$ cat config.mk
export PLATFORM = sky130hd
export DESIGN_NAME = bin2bcd_seq
export DESIGN_NICKNAME = d
export VERILOG_FILES = /design/src/rtl/bin2bcd_seq.sv
export SDC_FILE = /design/constraint.sdc
export NUM_CORES = 1
export LEC_CHECK = 0
export ABC_AREA = 1
export CAP_MARGIN = 20
export CORE_ASPECT_RATIO = 1.1
export CORE_MARGIN = 2
export CORE_UTILIZATION = 55
export CTS_BUF_LIST = sky130_fd_sc_hd__clkbuf_4
export DETAILED_ROUTE_END_ITERATION = 10
export DONT_BUFFER_PORTS = 1
export PLACE_DENSITY = 0.78
export SYNTH_ARGS = -nofsm -noshare
export SYNTH_HDL_FRONTEND = slang
export SYNTH_SLANG_ARGS = --single-unit
$ cat constraint.sdc
create_clock -name clk_100mhz -period 4.3 [get_ports clk_100mhz]
set_input_delay 0.43 -clock clk_100mhz [delete_from_list [all_inputs] [get_ports clk_100mhz]]
set_output_delay 0.43 -clock clk_100mhz [all_outputs]
set_load 0.01 [all_outputs]
$ cat src/rtl/bin2bcd_seq.sv
// Sequential binary-to-BCD converter using the shift-and-add-3
// (double-dabble) method, one input bit per clock.
//
// A value is accepted in IDLE and then shifted for exactly IN_W cycles in
// SHIFT. A 5-digit scratch register holds the intermediate result, so values
// above 9999 can be detected. Such values saturate the 4-digit output to 9999
// and raise ovf. bcd_out/ovf change only on the edge that completes a
// conversion, so intermediate scratch contents are never visible.
module bin2bcd_seq #(
    parameter int IN_W = 16
) (
    input  logic            clk_100mhz,
    input  logic            reset,
    input  logic [IN_W-1:0] bin_in,
    input  logic            in_valid,
    output logic            in_ready,
    output logic [15:0]     bcd_out,
    output logic            ovf,
    output logic            out_valid
);

    // The counter must hold IN_W-1 without wrapping for every legal IN_W.
    localparam int                CNT_W    = $clog2(IN_W + 1);
    localparam logic [CNT_W-1:0]  LAST_CNT = CNT_W'(IN_W - 1);
    localparam int                NDIG     = 5;

    typedef enum logic {
        IDLE  = 1'b0,
        SHIFT = 1'b1
    } state_t;

    state_t                  r_state;
    state_t                  w_state_next;
    logic [IN_W-1:0]         r_shift;
    logic [IN_W-1:0]         w_shift_next;
    logic [4*NDIG-1:0]       r_scratch;
    logic [4*NDIG-1:0]       w_scratch_next;
    logic [4*NDIG-1:0]       w_scratch_adj;
    logic [4*NDIG-1:0]       w_scratch_shifted;
    logic [CNT_W-1:0]        r_cnt;
    logic [CNT_W-1:0]        w_cnt_next;
    logic [15:0]             r_bcd;
    logic [15:0]             w_bcd_next;
    logic                    r_ovf;
    logic                    w_ovf_next;
    logic                    r_out_valid;
    logic                    w_out_valid_next;
    logic                    w_last;
    logic                    w_unused_top;

    // Add-3 correction for each scratch digit that would reach 10 or more
    // after doubling. Every digit stays within 0..9 before correction, so the
    // corrected value (at most 12) always fits in 4 bits.
    genvar gi;
    generate
        for (gi = 0; gi < NDIG; gi++) begin : g_digit_adj
            assign w_scratch_adj[gi*4 +: 4] =
                (r_scratch[gi*4 +: 4] >= 4'd5) ? (r_scratch[gi*4 +: 4] + 4'd3)
                                               : r_scratch[gi*4 +: 4];
        end
    endgenerate

    // Shift the corrected scratch left one bit. The next binary MSB enters
    // at the bottom of the scratch.
    assign w_scratch_shifted = {w_scratch_adj[4*NDIG-2:0], r_shift[IN_W-1]};

    // The MSB shifted out of the scratch is always zero because the result
    // fits in 5 digits.
    assign w_unused_top = w_scratch_adj[4*NDIG-1];

    // This is the final shift of the current conversion.
    assign w_last = (r_cnt == LAST_CNT);

    // Next-state and datapath update logic.
    always_comb begin
        w_state_next     = r_state;
        w_shift_next     = r_shift;
        w_scratch_next   = r_scratch;
        w_cnt_next       = r_cnt;
        w_bcd_next       = r_bcd;
        w_ovf_next       = r_ovf;
        w_out_valid_next = 1'b0;

        case (r_state)
            IDLE: begin
                if (in_valid) begin
                    w_shift_next   = bin_in;
                    w_scratch_next = '0;
                    w_cnt_next     = '0;
                    w_state_next   = SHIFT;
                end
            end

            SHIFT: begin
                w_shift_next   = {r_shift[IN_W-2:0], 1'b0};
                w_scratch_next = w_scratch_shifted;
                w_cnt_next     = r_cnt + CNT_W'(1);
                if (w_last) begin
                    w_state_next     = IDLE;
                    w_out_valid_next = 1'b1;
                    if (w_scratch_shifted[4*NDIG-1:16] != 4'd0) begin
                        w_bcd_next = 16'h9999;
                        w_ovf_next = 1'b1;
                    end else begin
                        w_bcd_next = w_scratch_shifted[15:0];
                        w_ovf_next = 1'b0;
                    end
                end
            end

            default: begin
                w_state_next = IDLE;
            end
        endcase
    end

    // State and datapath registers. Reset aborts any conversion in progress.
    always_ff @(posedge clk_100mhz or posedge reset) begin
        if (reset) begin
            r_state     <= IDLE;
            r_shift     <= '0;
            r_scratch   <= '0;
            r_cnt       <= '0;
            r_bcd       <= 16'h0000;
            r_ovf       <= 1'b0;
            r_out_valid <= 1'b0;
        end else begin
            r_state     <= w_state_next;
            r_shift     <= w_shift_next;
            r_scratch   <= w_scratch_next;
            r_cnt       <= w_cnt_next;
            r_bcd       <= w_bcd_next;
            r_ovf       <= w_ovf_next;
            r_out_valid <= w_out_valid_next;
        end
    end

    assign in_ready  = (r_state == IDLE);
    assign bcd_out   = r_bcd;
    assign ovf       = r_ovf;
    assign out_valid = r_out_valid;

endmodule
======== Yosys cells after proc, flatten, opt, wreduce, memory -nomap -nowiden ========
Cells that the tools add are included.
word-level totals
  bits in writable memories ............... 0
  register bits after elaboration ......... 60
  memories kept ........................... 0
  ROM bits ................................ 0
  input bits .............................. 19
  output and inout port bits .............. 19
  bits in latches ......................... 0
cells by class
  reduce and logical (&&, ||, !) cells .... 2
  shifts and indexed selects .............. 0
  $mul .................................... 0
  bitwise logic cells ..................... 1
  $lt $le $gt $ge ......................... 5
  eq/ne operators ......................... 2
  divide/modulo/power cells ............... 0
  $add $sub $neg .......................... 6
  muxes and demuxes ....................... 18
operators with widths
  kind                                                               count
  case mux 20 bit (2 select lines)                                   1
  two-way mux 16 bit                                                 2
  case mux 16 bit (2 select lines)                                   1
  greater-or-equal comparator 4 x 3 -> 1 bit, second input constant  5
  two-way mux 20 bit                                                 1
  adder 4 x 2 -> 4 bit, second input constant                        4
  two-way mux 4 bit                                                  4
  case mux 5 bit (2 select lines)                                    1
  adder 5 x 1 -> 5 bit, second input constant                        1
  == test 5 x 4 -> 1 bit, second input constant                      1
  two-way mux 1 bit                                                  5
  two-way mux 5 bit                                                  1
  nonzero test 4 bit                                                 1
  adder 3 x 2 -> 3 bit, second input constant                        1
  two-way mux 3 bit                                                  1
  != test 2 bit, second input constant                               1
  case mux 1 bit (2 select lines)                                    1
  AND reduction 2 bit                                                1
  inverter 1 bit                                                     1

======== Depth between registers and ports, before layout ========
Gate-level depths: netlist (run 1).
  depth after elaboration ................. 4
  gate-level depth with buffers ........... 12
  gate-level depth less buffers ........... 11

======== Least setup slack after synthesis (run 1) ========
No wires, ideal clock.
  path type ............................... register to register
  start point ............................. register r_cnt[0]
  end point ............................... register r_bcd[0], in the netlist bcd_out[0]
  path slack .............................. 2.539 ns
  buffers on the path ..................... 1
  data required time ...................... 4.187 ns
  arrival time ............................ 1.649 ns
  cell stages (with the launch flop) ...... 10
  cells stage by stage .................... dfrtp_1 -> ha_1 -> and3_1 -> ha_1 -> nand2_2 -> inv_2 -> buf_2 -> or2_2 -> nand2_1 -> inv_1
on the way
  longest elaborated chain between the ends .. 2
RTL lines
  what                                  line  text
  start, declared                       40    logic [CNT_W-1:0] r_cnt;
  start signal, assigned                131   r_cnt <= w_cnt_next;
  == test 5 x 4 -> 1 bit                72    assign w_last = (r_cnt == LAST_CNT);
  AND reduction 2 bit (no source line)  n/a
  end signal, assigned                  132   r_bcd <= w_bcd_next;
  end, declared                         42    logic [15:0] r_bcd;
No other way between the ends.
A chain may end at the register's enable or synchronous reset.

======== Worst setup path after layout (run 1) ========
  start point ............................. register r_state
  end point ............................... register r_shift[13]
on the way
  longest elaborated chain between the ends .. 2
RTL lines
  what                                                                      line  text
  start, declared                                                           32    state_t r_state;
  start signal, assigned                                                    128   r_state <= w_state_next;
  inverter 1 bit *                                                          n/a
  net in_ready                                                              16    output logic in_ready,
  case mux 16 bit (2 select lines) / != test 2 bit (equally long branches)  n/a
  end signal, assigned                                                      129   r_shift <= w_shift_next;
  end, declared                                                             34    logic [IN_W-1:0] r_shift;
Mark *: on every way through the listed nets, which the timed path passes. The rest lies on a longest branch.

==> results of run 1 <==
-- power by group through the flow --
stage | Sequential, mW | Clock, mW | Combinational [mW]
after detailed placement | 1.03 | 0 | 0.992
after global placement | 1.02 | 0 | 0.943
after CTS | 1.02 | 0.323 | 1.00
final | 1.02 | 0.314 | 0.995
after floorplan | 0.972 | 0 | 0.846
after global routing | 1.05 | 0.351 | 1.14
-- synthesized netlist by cell type, types with 2 or more instances --
| library cell | count | area (um^2) |
|---|---|---|
| nand2_1 | 104 | 390 |
| nor2_1 | 4 | 15.0 |
| or2_2 | 8 | 50.1 |
| nand3b_1 | 8 | 60.1 |
| o211ai_1 | 6 | 45.0 |
| o21ai_0 | 18 | 90.1 |
| a22o_1 | 2 | 17.5 |
| o22ai_1 | 18 | 113 |
| inv_1 | 40 | 150 |
| nand3_2 | 2 | 20.0 |
| clkbuf_1 | 2 | 7.51 |
| inv_2 | 2 | 7.51 |
| ha_1 | 12 | 150 |
| buf_2 | 7 | 35.0 |
| nand4_1 | 3 | 18.8 |
| nand2_2 | 3 | 18.8 |
| xor2_1 | 4 | 35.0 |
| buf_6 | 2 | 22.5 |
| dfrtp_1 | 60 | 1500 |
| nand3_1 | 25 | 125 |
-- final timing paths --
kind,endpoint,cells past startpoint
min reg2reg,r_shift[3]$_DFFE_PP0P_,2
min,r_scratch[2]$_DFFE_PP0P_,2
max in group asynchronous,ovf$_DFFE_PP0P_,2
max,r_shift[13]$_DFFE_PP0P_,5
max reg2reg,r_shift[13]$_DFFE_PP0P_,5
min in group clk_100mhz,r_shift[8]$_DFFE_PP0P_,2
-- routing by layer --
metal  vias up  routed length [um]
met5         -                   0
met4         0                 112
met3        11                 310
met2        51                2990
met1      1097                2450
li1       1101                   -
-- metrics by stage --
stage	setup slack (ns)	std cells	hold WS (ns)	util, %
floorplan	2.39	338	0.451	-
global placement	2.16	400	0.471	58.4
detailed placement	2.07	400	0.480	58.4
CTS	2.03	416	0.123	60.4
global route	1.81	416	0.123	60.4
finish	2.02	416	0.104	60.4
-- state kept, by name, summed over array words and instances, names as in the netlist --
name / flops
bcd_out: 16
r_cnt: 5
out_valid: 1
r_state: 1
r_scratch: 20
ovf: 1
r_shift: 16
-- cell families (layout without fill, tap and decap cells) --
group,count (synthesis),in the layout,synth area share [%]
buf+inv,53,59,7.56
simple gates,162,162,25.6
fa+ha+maj,12,12,5.10
compound gates,46,46,9.34
xor+xnor,5,5,1.49
flops,60,60,51.0
-- worst reg2reg max path: cells and delay by family (launching register included) --
family	cells	cell delay, ns
and+or+nand+nor	2	0.37
DFF	1	0.83
AOI/OAI and AO/OA	1	0.09
buffers and inverters	2	0.86
-- layout make-up --
class,count,area [um^2],share of cell area [%]
clock buffer,9,67.6,2.19
timing repair buffer,1,7.51,0.244
multi-input combinational,225,1220,39.7
tap,72,90.1,2.92
sequential,60,1500,48.7
inverter,42,158,5.12
clock inverter,7,33.8,1.10
==> key figures, run 1 <==
Run status
  – Status: completed

Synth
  – Synthesis warning total: 0
  – Syn avg cell area: about 8.7 um^2
  – Post-synth EDFFs: 0
  – Mapped Nets: between 300 and 400
  – Async S/R FF share, synth: 100%
  – Synth cell types: 28
  – Main synth FF type: dfrtp_1
  – Seq/Total Area, Yosys: approximately 51%
  – Synth Register Bits: 60
  – Cells after Synth: roughly 340
  – Mapped Area: roughly 0.0029 mm^2

Power
  – Final Power: roughly 2.3 mW
  – NetSw: between 1 and 1.5 mW
  – Sw Share: between 40 and 50%
  – Leak pwr: around 1.6 nW
  – Clk pwr share: 13.5%
  – Int Power: ~1.3 mW
  – Pwr/cell area: roughly 760 mW/mm^2
  – Peak supply drop: between 0.0003 and 0.0004 V
  – Seq pwr share: a little over two fifths
  – Comb pwr share: ~43%

STA
  – Final clock period utilization by the worst path: between 50% and 60%
  – FMAX: roughly 0.44 GHz
  – Final hold violation count: 0
  – Final min period: roughly 2.3 ns
  – TNS Setup: 0 ns
  – Worst Tran Pin Value: roughly 0.8 ns
  – # setup viols final: 0
  – Rel. slew slack: 46.3%
  – Worst clock skew: just over 0.01 ns
  – Slew Limit Fails: 0
  – RSZ-0062 raised after global routing: false

Critical path
  – Crit path from: r_state$_DFF_PP0_
  – Worst setup SP type: flop
  – Crit path largest cell delay: slightly above 0.8 ns
  – R2R Setup Slk: ~2.0 ns
  – Crit Path Category: flop to flop
  – Crit. End Element: flop
  – Crit-path cells: inv_1 -> nand2_1 -> inv_1 -> nand2_1 -> o211ai_1
  – Crit Reg-Reg Startpoint: r_state$_DFF_PP0_
  – CP delay by family, top: buffers and inverters
  – Slowest-stage cell, CP: dfrtp_1
  – Largest driver fanout on the critical path: 23
  – CP required: around 4.6 ns
  – Crit path DAT: 2.55 ns
  – Critical path buffers and inverters: 2

Die
  – FP Rows: 27
  – Die area: between 0.005 and 0.006 mm^2
  – Die height: just over 80 um
  – Die width: 73.8 um
  – I/O Pins: 38
  – Initial Util: 57.8%
  – Core Area: between 0.005 and 0.006 mm^2

Global routing
  – Met1 Use GR: a little over a quarter
  – Vias in the first global route: 2272
  – Pin count of the biggest net entering global routing: just over 60
  – Layer with the highest usage: met2
  – Initial antenna violation count: 0
  – Met2 Track Usage GR: 36.9%
  – GRT Total Usage: 22.4%
  – First-pass GRT wire length: ~10000 um
  – GRT overflow: 0
  – M3 GR Usage: slightly above 6%

Clocking
  – H-tree depth: 3
  – Cts bufs inserted: 9
  – CTS root buffer: clkbuf_4
  – CTS tree: yes
  – Post-CTS setup buffer count: 0
  – Clock latency on the worst-skew pair: roughly 0.4 ns
  – CTS clk-pin slew, worst paths: 0.10 ns
  – Worst-case clock buffer depth: 2
  – Clk sinks: 60
  – Cts repair resizes: 0
  – Hold Buf Count CTS: 0

Detailed routing
  – Drt wl/cell: 14.1 um
  – Drt total wl: roughly 5900 um
  – Antenna Nets Post-Route: 0
  – Post-route DRC: 0
  – 1st-iter DRT viols: 186
  – Routed vias/inst: approximately 5.4
  – DR vias: 2260
  – DR pass1 iterations: 4

Cells and area
  – Fillers: 443
  – Fin nets: 370
  – Finished Cell Area: 0.00308 mm^2
  – Area Overhead vs Synth: 4.54%
  – Commonest non-fill, non-tap cells in the layout: 104 x nand2_1, 60 x dfrtp_1, 39 x inv_1, 25 x nand3_1
  – # diodes: 0
  – Commonest non-fill, non-tap cell in the layout: nand2_1
  – Layout cells sized above 1: 10.5%

Flow run
  – Max Cap Violations: 0

Place
  – HPWL Detailed: just under 4000 um
  – Placed Area: 0.00298 mm^2
  – Port bufs: 0
  – RD Place Congestion: ~0.8

Worst hold path
  – Hold crit path type: input pin to async pin
No activity file was read; power rests on OpenSTA's default activity.
==> run 2: changes to the inputs <==
- PLACE_DENSITY: 0.78 -> 0.81
- clock period: 4.3 -> 1.98 ns (I/O delays scaled with it)
==> run 2 against run 1 <==
Against the previous run: clock skew barely moved; register-to-register slack got worse by 1.8 ns; clock power rose to 3.1 times the previous value; hold slack got worse by 0.053 ns; wire length rose by 5.6%; non-clock buffer count rose by 23; critical path depth rose by 5; first-iteration DRC count fell by 15%; largest power group is now combinational cells.
==> key figures, run 2 (synthesis gave the netlist of run 1 again) <==
Critical path
  – Most used cell, CP: ha_1
  – Crit. End Element: flop
  – Crit Reg-Reg Startpoint: r_cnt[0]$_DFFE_PP0P_
  – RR Endpoint: bcd_out[8]$_DFFE_PP0P_
  – Crit path from: r_cnt[0]$_DFFE_PP0P_
  – Crit path largest cell delay: 0.39 ns (-0.44 ns)
  – Slowest-stage cell, CP: dfrtp_1
  – Crit-path cells: ha_1 -> and3_1 -> ha_1 -> nand2_2 -> inv_2 -> nand2_4 -> nor2_8 -> nand3_1 -> nand2_1 -> inv_1
  – Largest driver fanout on the critical path: 17 (-26%)
  – CP delay by family, top: simple AND/OR/NAND/NOR gates
  – CP required: 2.27 ns (-2.29 ns)
  – Crit path DAT: 2.07 ns (-0.48 ns)
  – End of the critical path: bcd_out[8]$_DFFE_PP0P_
  – R2R Setup Slk: 0.20 ns (-1.81 ns)
  – Critical path buffers and inverters: 2 (unchanged)
  – R2R cell count: 10 (+5)
  – Worst setup SP type: flop
  – Crit path depth: 10 (+5)
  – Crit Path Category: flop to flop

Run status
  – Status: completed

Die
  – Die width: 73.8 um (unchanged)
  – Initial Util: 57.8% (unchanged)
  – FP Rows: 27 (unchanged)
  – I/O Pins: 38 (unchanged)
  – Die area: 0.00596 mm^2 (unchanged)
  – Core Area: 0.00510 mm^2 (unchanged)
  – Die height: 80.8 um (unchanged)

Detailed routing
  – DR vias: 2357 (+4.3%)
  – DR pass1 iterations: 4 (unchanged)
  – Antenna Nets Post-Route: 0 (unchanged)
  – 1st-iter DRT viols: 158 (-15%)
  – Post-route DRC: 0 (unchanged)
  – Drt total wl: 6190 um (+5.6%)
  – Drt wl/cell: 14.1 um (about the same)
  – Routed vias/inst: 5.37 (-1.2%)

Cells and area
  – Top reg by flops: r_scratch
  – Layout cells sized above 1: 11.4% (+0.98 points)
  – Commonest non-fill, non-tap cell in the layout: nand2_1
  – # diodes: 0 (unchanged)
  – Max reg flops: 20 (unchanged)
  – Fin nets: 393 (+6.2%)
  – Area Overhead vs Synth: 14.2%
  – Commonest non-fill, non-tap cells in the layout: 104 x nand2_1, 60 x dfrtp_1, 39 x inv_1, 25 x nand3_1
  – Finished Cell Area: 0.00337 mm^2 (+9.3%)

Global routing
  – Pin count of the biggest net entering global routing: 24 (-61%)
  – Vias in the first global route: 2250 (-0.97%)
  – GRT Total Usage: 23.0% (+0.58 points)
  – First-pass GRT wire length: 10400 um (+2.4%)
  – Initial antenna violation count: 0 (unchanged)
  – GRT overflow: 0 (unchanged)

STA
  – Final hold violation count: 0 (unchanged)
  – TNS Setup: 0 ns (unchanged)
  – Final clock period utilization by the worst path: 89.7% (+37 points)
  – Worst Slack Setup Final: 0.204 ns (-1.81 ns)
  – Hold Slack: 0.0510 ns (-0.0531 ns)
  – Slew Limit Fails: 0 (unchanged)
  – Worst clock skew: 0.00987 ns (-0.000409 ns)
  – FMAX: 0.563 GHz (+28%)
  – Rel. slew slack: 68.8% (+23 points)
  – Worst Tran Pin Value: 0.468 ns (-0.337 ns)
  – RSZ-0062 raised after global routing: false
  – Final min period: 1.78 ns (-0.505 ns)
  – # setup viols final: 0 (unchanged)

Clocking
  – Clk sinks: 60 (unchanged)
  – CTS clk-pin slew, worst paths: 0.10 ns (about the same)
  – Cts repair resizes: 0 (unchanged)
  – CTS tree: yes
  – H-tree depth: 3 (unchanged)
  – Clock latency on the worst-skew pair: 0.39 ns (about the same)
  – Worst-case clock buffer depth: 2 (unchanged)
  – Cts bufs inserted: 9 (unchanged)
  – CTS root buffer: clkbuf_4

Place
  – Port bufs: 0 (unchanged)
  – Placed Area: 0.00302 mm^2 (+1.3%)
  – RD Place Congestion: 0.852 (+5.3%)
  – HPWL Detailed: 4240 um (+7.5%)
  – DP Worst Slack: 0.195 ns (-1.88 ns)

Worst hold path
  – WHS Path Cells: 3
  – Hold crit path type: input pin to flop

Power
  – Pwr/cell area: 1640 mW/mm^2 (+120%)
  – Peak supply drop: 0.000724 V (+110%)
  – Leak pwr: 1.71 nW (+7.9%)
  – Final Power: 5.53 mW (+140%)

Flow run
  – Max Cap Violations: 0 (unchanged)
## run 2: per-layer routing
metal	track usage (%)	share of wire [%]
met3	6.33	6.2
met1	28.9	42
met4	10.0	1.3
met2	37.3	50
met5	0	0
## run 2: power by group
part | switching [mW] | total, mW | internal, mW
clock network | 0.461 | 0.969 | 0.508
registers | 0.468 | 2.23 | 1.76
logic | 1.39 | 2.33 | 0.944
total | 2.32 | 5.53 | 3.21
## run 2: worst min path at each step
| stage | startpoint | endpoint | slack [ns] |
|---|---|---|---|
| floorplan | bin_in[10] | r_shift[10]$_DFFE_PP0P_ | 0.32 |
| detailed placement | reset | r_scratch[5]$_DFFE_PP0P_ | 0.09 |
| CTS | in_valid | r_cnt[3]$_DFFE_PP0P_ | 0.04 |
| finish | in_valid | r_cnt[3]$_DFFE_PP0P_ | 0.05 |
| global route | in_valid | r_cnt[3]$_DFFE_PP0P_ | 0.06 |
| global placement | reset | r_scratch[5]$_DFFE_PP0P_ | 0.09 |
## run 2: final cells by class
cell class,instances,area [um^2]
inverter,42,158
timing repair buffer,24,235
fill,408,1740
tap,72,90.1
multi-input combinational,225,1220
sequential,60,1500
clock inverter,7,91.3
clock buffer,9,67.6
## run 2: worst register-to-register path: cells and delay by family, from the launching register on
family | cells | cell delay [ns]
AND/OR/NAND/NOR | 6 | 0.73
flip-flops | 1 | 0.39
adder cells (fa/ha/maj) | 2 | 0.34
buffers and inverters | 2 | 0.22
## run 2: repair_timing
item	CTS	global route
endpoints found under the setup margin	0	4
endpoints found under the hold margin	33	0
hold buffers	17	0
buffers inserted	0	1
## run 2: stage by stage
stage | util (%) | cells
2_1_floorplan | - | 338
3_3_place_gp | 59.1 | 405
3_5_place_dp | 59.1 | 405
4_1_cts | 65.6 | 438
5_1_grt | 66.0 | 439
6_report | 66.0 | 439
